--- src/rtl/lc3_pkg.sv ---
// Shared LC3 encodings: opcodes, decode-field encodings and E_Control bit layout.
package lc3_pkg;

  localparam logic [3:0] OpBr  = 4'b0000;
  localparam logic [3:0] OpAdd = 4'b0001;
  localparam logic [3:0] OpLd  = 4'b0010;
  localparam logic [3:0] OpSt  = 4'b0011;
  localparam logic [3:0] OpAnd = 4'b0101;
  localparam logic [3:0] OpLdr = 4'b0110;
  localparam logic [3:0] OpStr = 4'b0111;
  localparam logic [3:0] OpNot = 4'b1001;
  localparam logic [3:0] OpLdi = 4'b1010;
  localparam logic [3:0] OpSti = 4'b1011;
  localparam logic [3:0] OpJmp = 4'b1100;
  localparam logic [3:0] OpLea = 4'b1110;

  localparam logic [1:0] AluAdd = 2'b00;
  localparam logic [1:0] AluAnd = 2'b01;
  localparam logic [1:0] AluNot = 2'b10;

  localparam logic [1:0] PcSelNone  = 2'b00;
  localparam logic [1:0] PcSelOff9  = 2'b01;
  localparam logic [1:0] PcSelOff6  = 2'b10;
  localparam logic [1:0] PcSelZero  = 2'b11;

  localparam logic [1:0] WbAlu = 2'b00;
  localparam logic [1:0] WbMem = 2'b01;
  localparam logic [1:0] WbPc  = 2'b10;

  // E_Control = {alu_control[1:0], pcselect1[1:0], pcselect2, op2select}
  localparam int unsigned EAluLsb   = 4;
  localparam int unsigned EPcSel1Lsb = 2;
  localparam int unsigned EPcSel2   = 1;
  localparam int unsigned EOp2Sel   = 0;

endpackage

--- src/rtl/decode_ctrl.sv ---
// Combinational opcode decoder: maps opcode and imm flag to execute/writeback/memory controls.
module decode_ctrl
  import lc3_pkg::*;
(
  input  logic [3:0] opcode,
  input  logic       imm_flag,
  output logic [5:0] e_control,
  output logic [1:0] w_control,
  output logic       mem_control,
  output logic       illegal
);

  always_comb begin
    e_control   = '0;
    w_control   = WbAlu;
    mem_control = 1'b0;
    illegal     = 1'b0;
    case (opcode)
      OpAdd: begin
        e_control[EAluLsb +: 2] = AluAdd;
        e_control[EOp2Sel]      = ~imm_flag;
      end
      OpAnd: begin
        e_control[EAluLsb +: 2] = AluAnd;
        e_control[EOp2Sel]      = ~imm_flag;
      end
      OpNot: begin
        e_control[EAluLsb +: 2] = AluNot;
        e_control[EOp2Sel]      = 1'b1;
      end
      OpBr, OpSt: begin
        e_control[EPcSel1Lsb +: 2] = PcSelOff9;
        e_control[EPcSel2]         = 1'b1;
      end
      OpLd: begin
        e_control[EPcSel1Lsb +: 2] = PcSelOff9;
        e_control[EPcSel2]         = 1'b1;
        w_control                  = WbMem;
      end
      OpLdi: begin
        e_control[EPcSel1Lsb +: 2] = PcSelOff9;
        e_control[EPcSel2]         = 1'b1;
        w_control                  = WbMem;
        mem_control                = 1'b1;
      end
      OpSti: begin
        e_control[EPcSel1Lsb +: 2] = PcSelOff9;
        e_control[EPcSel2]         = 1'b1;
        mem_control                = 1'b1;
      end
      OpLea: begin
        e_control[EPcSel1Lsb +: 2] = PcSelOff9;
        e_control[EPcSel2]         = 1'b1;
        w_control                  = WbPc;
      end
      OpLdr: begin
        e_control[EPcSel1Lsb +: 2] = PcSelOff6;
        w_control                  = WbMem;
      end
      OpStr: e_control[EPcSel1Lsb +: 2] = PcSelOff6;
      OpJmp: e_control[EPcSel1Lsb +: 2] = PcSelZero;
      default: illegal = 1'b1;
    endcase
  end

endmodule

--- src/rtl/decode.sv ---
// LC3 decode stage: registers the fetched instruction, next-PC and decoded control bundles.
module decode
  import lc3_pkg::*;
#(
  parameter logic [15:0] RESET_IR = 16'h0000
) (
  input  logic        clock,
  input  logic        reset,
  input  logic        enable_decode,
  input  logic [15:0] dout,
  input  logic [15:0] npc_in,
  output logic [15:0] IR,
  output logic [15:0] npc_out,
  output logic [5:0]  E_Control,
  output logic [1:0]  W_Control,
  output logic        Mem_Control,
  output logic        illegal_op,
  output logic        decode_valid
);

  logic [5:0] e_d;
  logic [1:0] w_d;
  logic       mem_d;
  logic       illegal_d;

  decode_ctrl u_ctrl (
    .opcode      (dout[15:12]),
    .imm_flag    (dout[5]),
    .e_control   (e_d),
    .w_control   (w_d),
    .mem_control (mem_d),
    .illegal     (illegal_d)
  );

  always_ff @(posedge clock or negedge reset) begin
    if (!reset) begin
      IR           <= RESET_IR;
      npc_out      <= '0;
      E_Control    <= '0;
      W_Control    <= '0;
      Mem_Control  <= 1'b0;
      illegal_op   <= 1'b0;
      decode_valid <= 1'b0;
    end else if (enable_decode) begin
      IR           <= dout;
      npc_out      <= npc_in;
      E_Control    <= e_d;
      W_Control    <= w_d;
      Mem_Control  <= mem_d;
      illegal_op   <= illegal_d;
      decode_valid <= 1'b1;
    end
  end

endmodule

--- config.mk ---
export PLATFORM = sky130hd
export DESIGN_NAME = decode
export DESIGN_NICKNAME = d
export VERILOG_FILES = /design/src/rtl/lc3_pkg.sv /design/src/rtl/decode_ctrl.sv /design/src/rtl/decode.sv
export SDC_FILE = /design/constraint.sdc
export NUM_CORES = 1
export LEC_CHECK = 0
export CAP_MARGIN = 0
export CORE_MARGIN = 2
export CORE_UTILIZATION = 44
export CTS_BUF_LIST = sky130_fd_sc_hd__clkbuf_8
export DETAILED_ROUTE_END_ITERATION = 10
export GPL_TIMING_DRIVEN = 0
export PLACE_DENSITY = 0.84
export SYNTH_ARGS = -nofsm -noshare
export SYNTH_HDL_FRONTEND = slang
export SYNTH_SLANG_ARGS = --single-unit
--- constraint.sdc ---
create_clock -name clock -period 0.8 [get_ports clock]
set_input_delay 0.16 -clock clock [delete_from_list [all_inputs] [get_ports clock]]
set_output_delay 0.16 -clock clock [all_outputs]
set_load 0.03 [all_outputs]
---- Word level (Yosys, flattened, before mapping) ----
Index checks and enable logic that the tools add are counted.
word-level totals
  flip-flop bits (word level) ............. 43
  logic and storage cells ................. 33
operators by class
  equality and inequality tests ........... 11
  multiplexer cells ....................... 7
  bitwise operators ....................... 1
  reductions and logical operators ........ 7
operator list
  operator                                       count
  == test 4 bit, second input constant           5
  == test 4 x 3 -> 1 bit, second input constant  3
  OR reduction 12 bit                            1
  == test 4 x 2 -> 1 bit, second input constant  2
  one-hot mux 2 bit (2 select lines)             2
  one-hot mux 2 bit (3 select lines)             1
  OR reduction 2 bit                             3
  OR reduction 6 bit                             1
  == test 4 x 1 -> 1 bit, second input constant  1
  logical NOT 4 bit                              1
  two-way mux 1 bit                              3
  OR reduction 3 bit                             1
  one-hot mux 1 bit (2 select lines)             1
  inverter 1 bit                                 1

---- Logic depth before layout (Yosys ltp) ----
Gate-level depths: netlist (run 1).
  word-level depth ........................ 3
  gate-level depth with buffers ........... 4
  depth with buffers taken out ............ 3

---- Cells and area by module ----
A second synthesis (run 1) with hierarchy kept.
unflattened totals
  cells, all modules ...................... 115
  area total of the unflattened synthesis .. 1946.9 um2
modules (own cells, without submodules)
  module       times used  cells each  area an instance (um2)  sequential area each (um2)
  decode       1           91          1793.0                  1076.0
  decode_ctrl  1           24          153.9                   0.0

---- Worst setup path after synthesis (run 1) ----
Ideal clock, no wire load.
  kind .................................... register to register
  start point ............................. register, netlist name IR[12]
  end point ............................... register IR[12]
  setup time .............................. 0.125 ns
  data arrival time ....................... 0.764 ns
  data required time ...................... 0.675 ns
  slack ................................... -0.089 ns
  stages on the path, launching flop included .. 2
  path through ............................ dfrtp_1 > mux2_4
RTL lines
  element               RTL line      text
  to (signal assigned)  decode.sv:45  IR <= dout;
  to (decl)             decode.sv:12  output logic [15:0] IR,

---- Worst setup path in the final report (run 1) ----
  start point ............................. register IR[8]
  end point ............................... output port IR[8]
No word-level cell between the ends.

==> results of run 1 <==
## worst paths after layout
check	startpoint	endpoint	cells past startpoint
hold / removal	reset	decode_valid	1
max in group asynchronous	reset	npc_out[4]	1
min in group clock	dout[5]	IR[5]	2
setup reg to reg	IR[8]	IR[8]	2
setup / recovery	IR[8]	IR[8]	1
hold reg to reg	decode_valid	decode_valid	1
## metal layers
metal / vias up / wire length [um]
li1: 609 / -
met1: 663 / 1640
met2: 50 / 2490
met3: 13 / 196
met4: 0 / 129
met5: - / 0
## state kept, by name (all words and copies together) (netlist names)
register      count
IR               16
Mem_Control       1
E_Control         6
illegal_op        1
npc_out          16
W_Control         2
decode_valid      1
## area by class of cell
| cell class | instances | area, sq um | share of cell area, % |
|---|---|---|---|
| flip-flops and latches | 43 | 1120 | 37.8 |
| repair buffers | 87 | 916 | 31.0 |
| multi-input cells | 65 | 677 | 22.9 |
| clock buffers | 5 | 68.8 | 2.33 |
| plain buffers | 7 | 66.3 | 2.24 |
| well taps | 50 | 62.6 | 2.12 |
| inverters | 10 | 37.5 | 1.27 |
| clock inverters | 3 | 12.5 | 0.423 |
## Yosys cell counts (all sizes together)
master	count
buf	7
nand4	1
nor3	1
mux2	31
or2	1
o2111ai	1
nand4b	1
mux2i	1
a21oi	2
and2b	1
o221ai	1
o21ai	7
dfrtp	43
a31oi	1
nor2b	2
nor2	4
o21a	1
inv	10
o22ai	1
nand2	3
o21bai	1
nand3	4
## through the flow
step / std cells / utilization (%)
floorplan: 125 / -
global placement: 251 / 67.6
detailed placement: 251 / 67.4
CTS: 268 / 72.7
global route: 270 / 73.9
finish: 270 / 73.9
## where the power goes
part | internal [mW] | switching (mW) | total (mW) | leakage (nW)
logic | 0.878 | 0.758 | 1.64 | 0.838
clock network | 0.587 | 0.691 | 1.28 | 0.0505
registers | 2.40 | 0.161 | 2.56 | 0.481
total | 3.87 | 1.61 | 5.48 | 1.37
## cells by family after synthesis
| group | after synthesis |
|---|---|
| AND/OR/NAND/NOR | 18 |
| multiplexers | 32 |
| buffers and inverters | 17 |
| flip-flops | 43 |
| AO/OA/AOI/OAI | 15 |
## timing repair
item,CTS,global route
pin swaps,2,1
hold endpoints to repair,0,43
setup buffers,9,2
setup endpoints to repair,57,108
resized for setup,308,17
cloned,0,0
==> results.toml, run 1 <==
[status]
status = "complete, but fails checks"
failed_checks = "negative hold slack, negative setup slack"

[clock_network]
clock-root-buffer = "clkbuf_8"
cts_buffer_depth = 2
clk_pin_slew_ns = 0.08
cts_tree = "done"
ctsHoldBuffers = 0
cts_made_buffers = 5
clk_latency_ns = 0.29
clock-sinks = 43
ctsHtreeMaxLevel = 2

[synthesis]
synth_top_family_by_area = "multiplexers"
synthCells = 125
synth_compound_area_share_pct = 5.24
yosysWarnings = 0
yosysTopAreaCell = "dfrtp_1"
synth_cell_types = 27
synthMuxAreaShare_pct = 25.3
syn_avg_cell_area_sq_um = 14.7
seq_area_frac_synth_pct = 58.5
synth_fp_nets = 160
synth_top_area_share_pct = 58.5
synthXorXnorAreaFrac_pct = 0
yosys.area_share.simple_pct = 5.31
syn_area_sq_um = 1840
yosys.area_share.adder_pct = 0
yosys-top-cells-area = "dfrtp_1, mux2_4, buf_6"
ys_seq_elements = 43

[route]
wl_per_cell_um = 16.5
firstDrtPassIters = 4
num_vias = 1335
avgViaCountPerCell = 4.94
drc = 0
drt-total-wl_um = 4450
drt_iter0_markers = 48
drtAntennaViolNets = 0

[floorplanning]
die_w_um = 68.6
coreArea_sq_um = 4000
start_util_pct = 45.9
die_h_um = 68.6
rows = 23
design.die.area_sq_um = 4710
io_pins = 78

[global_route]
antenna_found_initial = 0
grtUsageMet3_pct = 6.33
met2_usage_pct = 35.0
grt_pass1_vias = 1369
grt.total_usage_pct = 19.9
grt_max_degree = 44
gr-total-overflow = 0
grt_util_met1_pct = 21.5
busiest_layer = "met2"
grt_pass1_wl_um = 6640

[final_layout]
nNetsFinal = 254
final_cell_mix = "buf_6, dfrtp_2, mux2_4"
diodes = 0
final_common_cell = "buf_6"
fill_cells = 250
area_growth_pct = 60.9
final_area_sq_um = 2960
drive_gt1_share_pct = 63.6

[timing]
tns_ns = -9.67
timing.final.crit_period_ns = 1.03
timing.final.crit_share_pct = 129
rsz0062_at_grt = "true"
tightest_slew_ns = 0.586
hold_slack_ns = -0.121
slew_headroom_pct = 61.0
setup_viol = 52
report.final.hold_viol_count = 43
max_freq_mhz = 972
setup_slack_ns = -0.229
skew_ns = 0
drv_slew = 0

[worst_setup_path]
path_buf_inv = 1
worst_ep_arrival_time_ns = 0.87
max_stage_delay_ns = 0.43
cp_slowest_cell = "dfrtp_2"
cp_cell_sequence = "buf_6"
end_kind = "output port"
cp-start-kind = "flip-flop"
worstPathMaxFanout = 2
crit_required_ns = 0.64
crit_family = "flip-flops"
reg2reg_slack_ns = -0.13
crit_type = "reg2out"

[power_and_ir_drop]
p_leak_nw = 1.37
p_per_area_nw_per_um2 = 1850
irDropWorstVdd_mv = 1.26
power.total_mw = 5.48

[placed_design]
gp_congestion = 0.747
placed_area_sq_um = 2700
portBuffers = 76
place_ws_ns = -0.535
hpwl_um = 3060

[hold_path]
hold_class = "in2async"

[flow_run]
max_cap_viol_count = 0
No activity file was read; power rests on OpenSTA's default activity.
==> inputs of run 2 (changes only) <==
PLACE_DENSITY = default   (was 0.84)
PLACE_DENSITY_LB_ADDON = 0.08   (was default)
==> results.toml, run 2 (synthesis results as in run 1) <==
[final_layout]
drive_gt1_share_pct = 62.8
finalNonFillerCells = 268
final_cell_mix = "buf_6, dfrtp_2, mux2_4, clkdlybuf4s50_1, inv_1"
fill_cells = 281
final_common_cell = "buf_6"
final_area_sq_um = 2940
nNetsFinal = 252
largest_registers = "IR (16), npc_out (16), E_Control (6)"
diodes = 0
area_growth_pct = 59.8

[timing]
timing.final.crit_share_pct = 127
tns_ns = -9.26
rsz0062_at_grt = "true"
timing.final.crit_period_ns = 1.01
setup_slack_ns = -0.214
max_freq_mhz = 987
slew_headroom_pct = 61.9
drv_slew = 0
hold_slack_ns = -0.109
setup_viol = 52
skew_ns = 0
tightest_slew_ns = 0.572
report.final.hold_viol_count = 43

[clock_network]
cts_buffer_depth = 2
ctsHoldBuffers = 0
clock-sinks = 43
cts_tree = "done"
clk_latency_ns = 0.29
ctsHtreeMaxLevel = 2
clk_pin_slew_ns = 0.08
cts_made_buffers = 5
clock-root-buffer = "clkbuf_8"

[worst_setup_path]
crit_required_ns = 0.64
crit_family = "flip-flops"
worstPathMaxFanout = 2
cp_slowest_cell = "dfrtp_2"
max_stage_delay_ns = 0.42
worst_ep_arrival_time_ns = 0.85
end_kind = "output port"
cp_cell_sequence = "buf_6"
crit_type = "reg2out"
cp-start-kind = "flip-flop"
path_buf_inv = 1

[power_and_ir_drop]
irDropWorstVdd_mv = 1.36
power.total_mw = 5.43
p_leak_nw = 1.34
p_per_area_nw_per_um2 = 1850

[floorplanning]
rows = 23
die_h_um = 68.6
coreArea_sq_um = 4000
die_w_um = 68.6
design.die.area_sq_um = 4710
start_util_pct = 45.9
io_pins = 78

[route]
avgViaCountPerCell = 4.88
firstDrtPassIters = 4
num_vias = 1309
drt_iter0_markers = 34
drt-total-wl_um = 4150
drc = 0
drtAntennaViolNets = 0
wl_per_cell_um = 15.5

[global_route]
met2_usage_pct = 31.4
grtUsageMet3_pct = 6.82
grt_pass1_wl_um = 6310
grt_max_degree = 44
grt.total_usage_pct = 18.7
grt_util_met1_pct = 22.3
gr-total-overflow = 0
grt_pass1_vias = 1319
busiest_layer = "met2"
antenna_found_initial = 0

[flow_run]
max_cap_viol_count = 0

[hold_path]
hold_class = "in2async"

[status]
status = "complete, but fails checks"
failed_checks = "negative hold slack, negative setup slack"

[placed_design]
portBuffers = 76
placed_area_sq_um = 2700
place_inst = 251
gp_congestion = 0.691
hpwl_um = 2920
-- run 2: changes by cell type in the layout (fill, tap and decap cells not counted), sizes merged --
cell / before / now
dlymetal6s2s: 1 / 0
buf: 61 / 59
clkdlybuf4s50: 27 / 28
clkdlybuf4s15: 1 / 2
clkbuf: 8 / 7
-- run 2: where the power goes --
group          switching [mW]  internal (mW)
clock                   0.682          0.587
sequential              0.155           2.40
combinational           0.746          0.861
total                    1.58           3.85
-- run 2: final timing paths --
kind / to / cells after the start / startpoint / slack [ns]
max: IR[6] / 1 / IR[6] / -0.21
min: E_Control[1] / 1 / reset / -0.11
max reg2reg: npc_out[1] / 2 / npc_out[1] / -0.11
min reg2reg: decode_valid / 1 / decode_valid / 0.51
max in group asynchronous: npc_out[12] / 1 / reset / 0.49
min in group clock: IR[15] / 2 / enable_decode / 0.17
-- run 2: what timing repair did --
item,4_1_cts,5_1_grt
gates resized for setup,306,14
setup buffers,8,1
setup endpoints to repair,57,104
pin swaps,2,0
hold endpoints to repair,0,43
-- run 2: layer usage --
layer,share of wire (%),up-vias
li1,-,609
met1,40,642
met2,51,54
met3,8.1,4
met4,0.80,0
met5,0,-
-- run 2: cell type report --
type	instances	area (sq um)	share of cell area, %
flip-flops and latches	43	1120	38.0
repair buffers	85	900	30.6
multi-input cells	65	673	22.9
clock buffers	5	68.8	2.34
plain buffers	7	66.3	2.26
well taps	50	62.6	2.13
inverters	10	37.5	1.28
clock inverters	3	12.5	0.426
-- run 2: per-stage QoR --
step	util (%)	worst slack [ns]	hold WS [ns]
3_5_place_dp	67.4	-0.528	0.354
6_report	73.4	-0.214	-0.109
2_1_floorplan	-	-0.0540	-0.136
3_3_place_gp	67.6	-1.59	0.458
5_1_grt	73.4	-0.253	-0.0743
4_1_cts	72.3	-0.230	0.0325
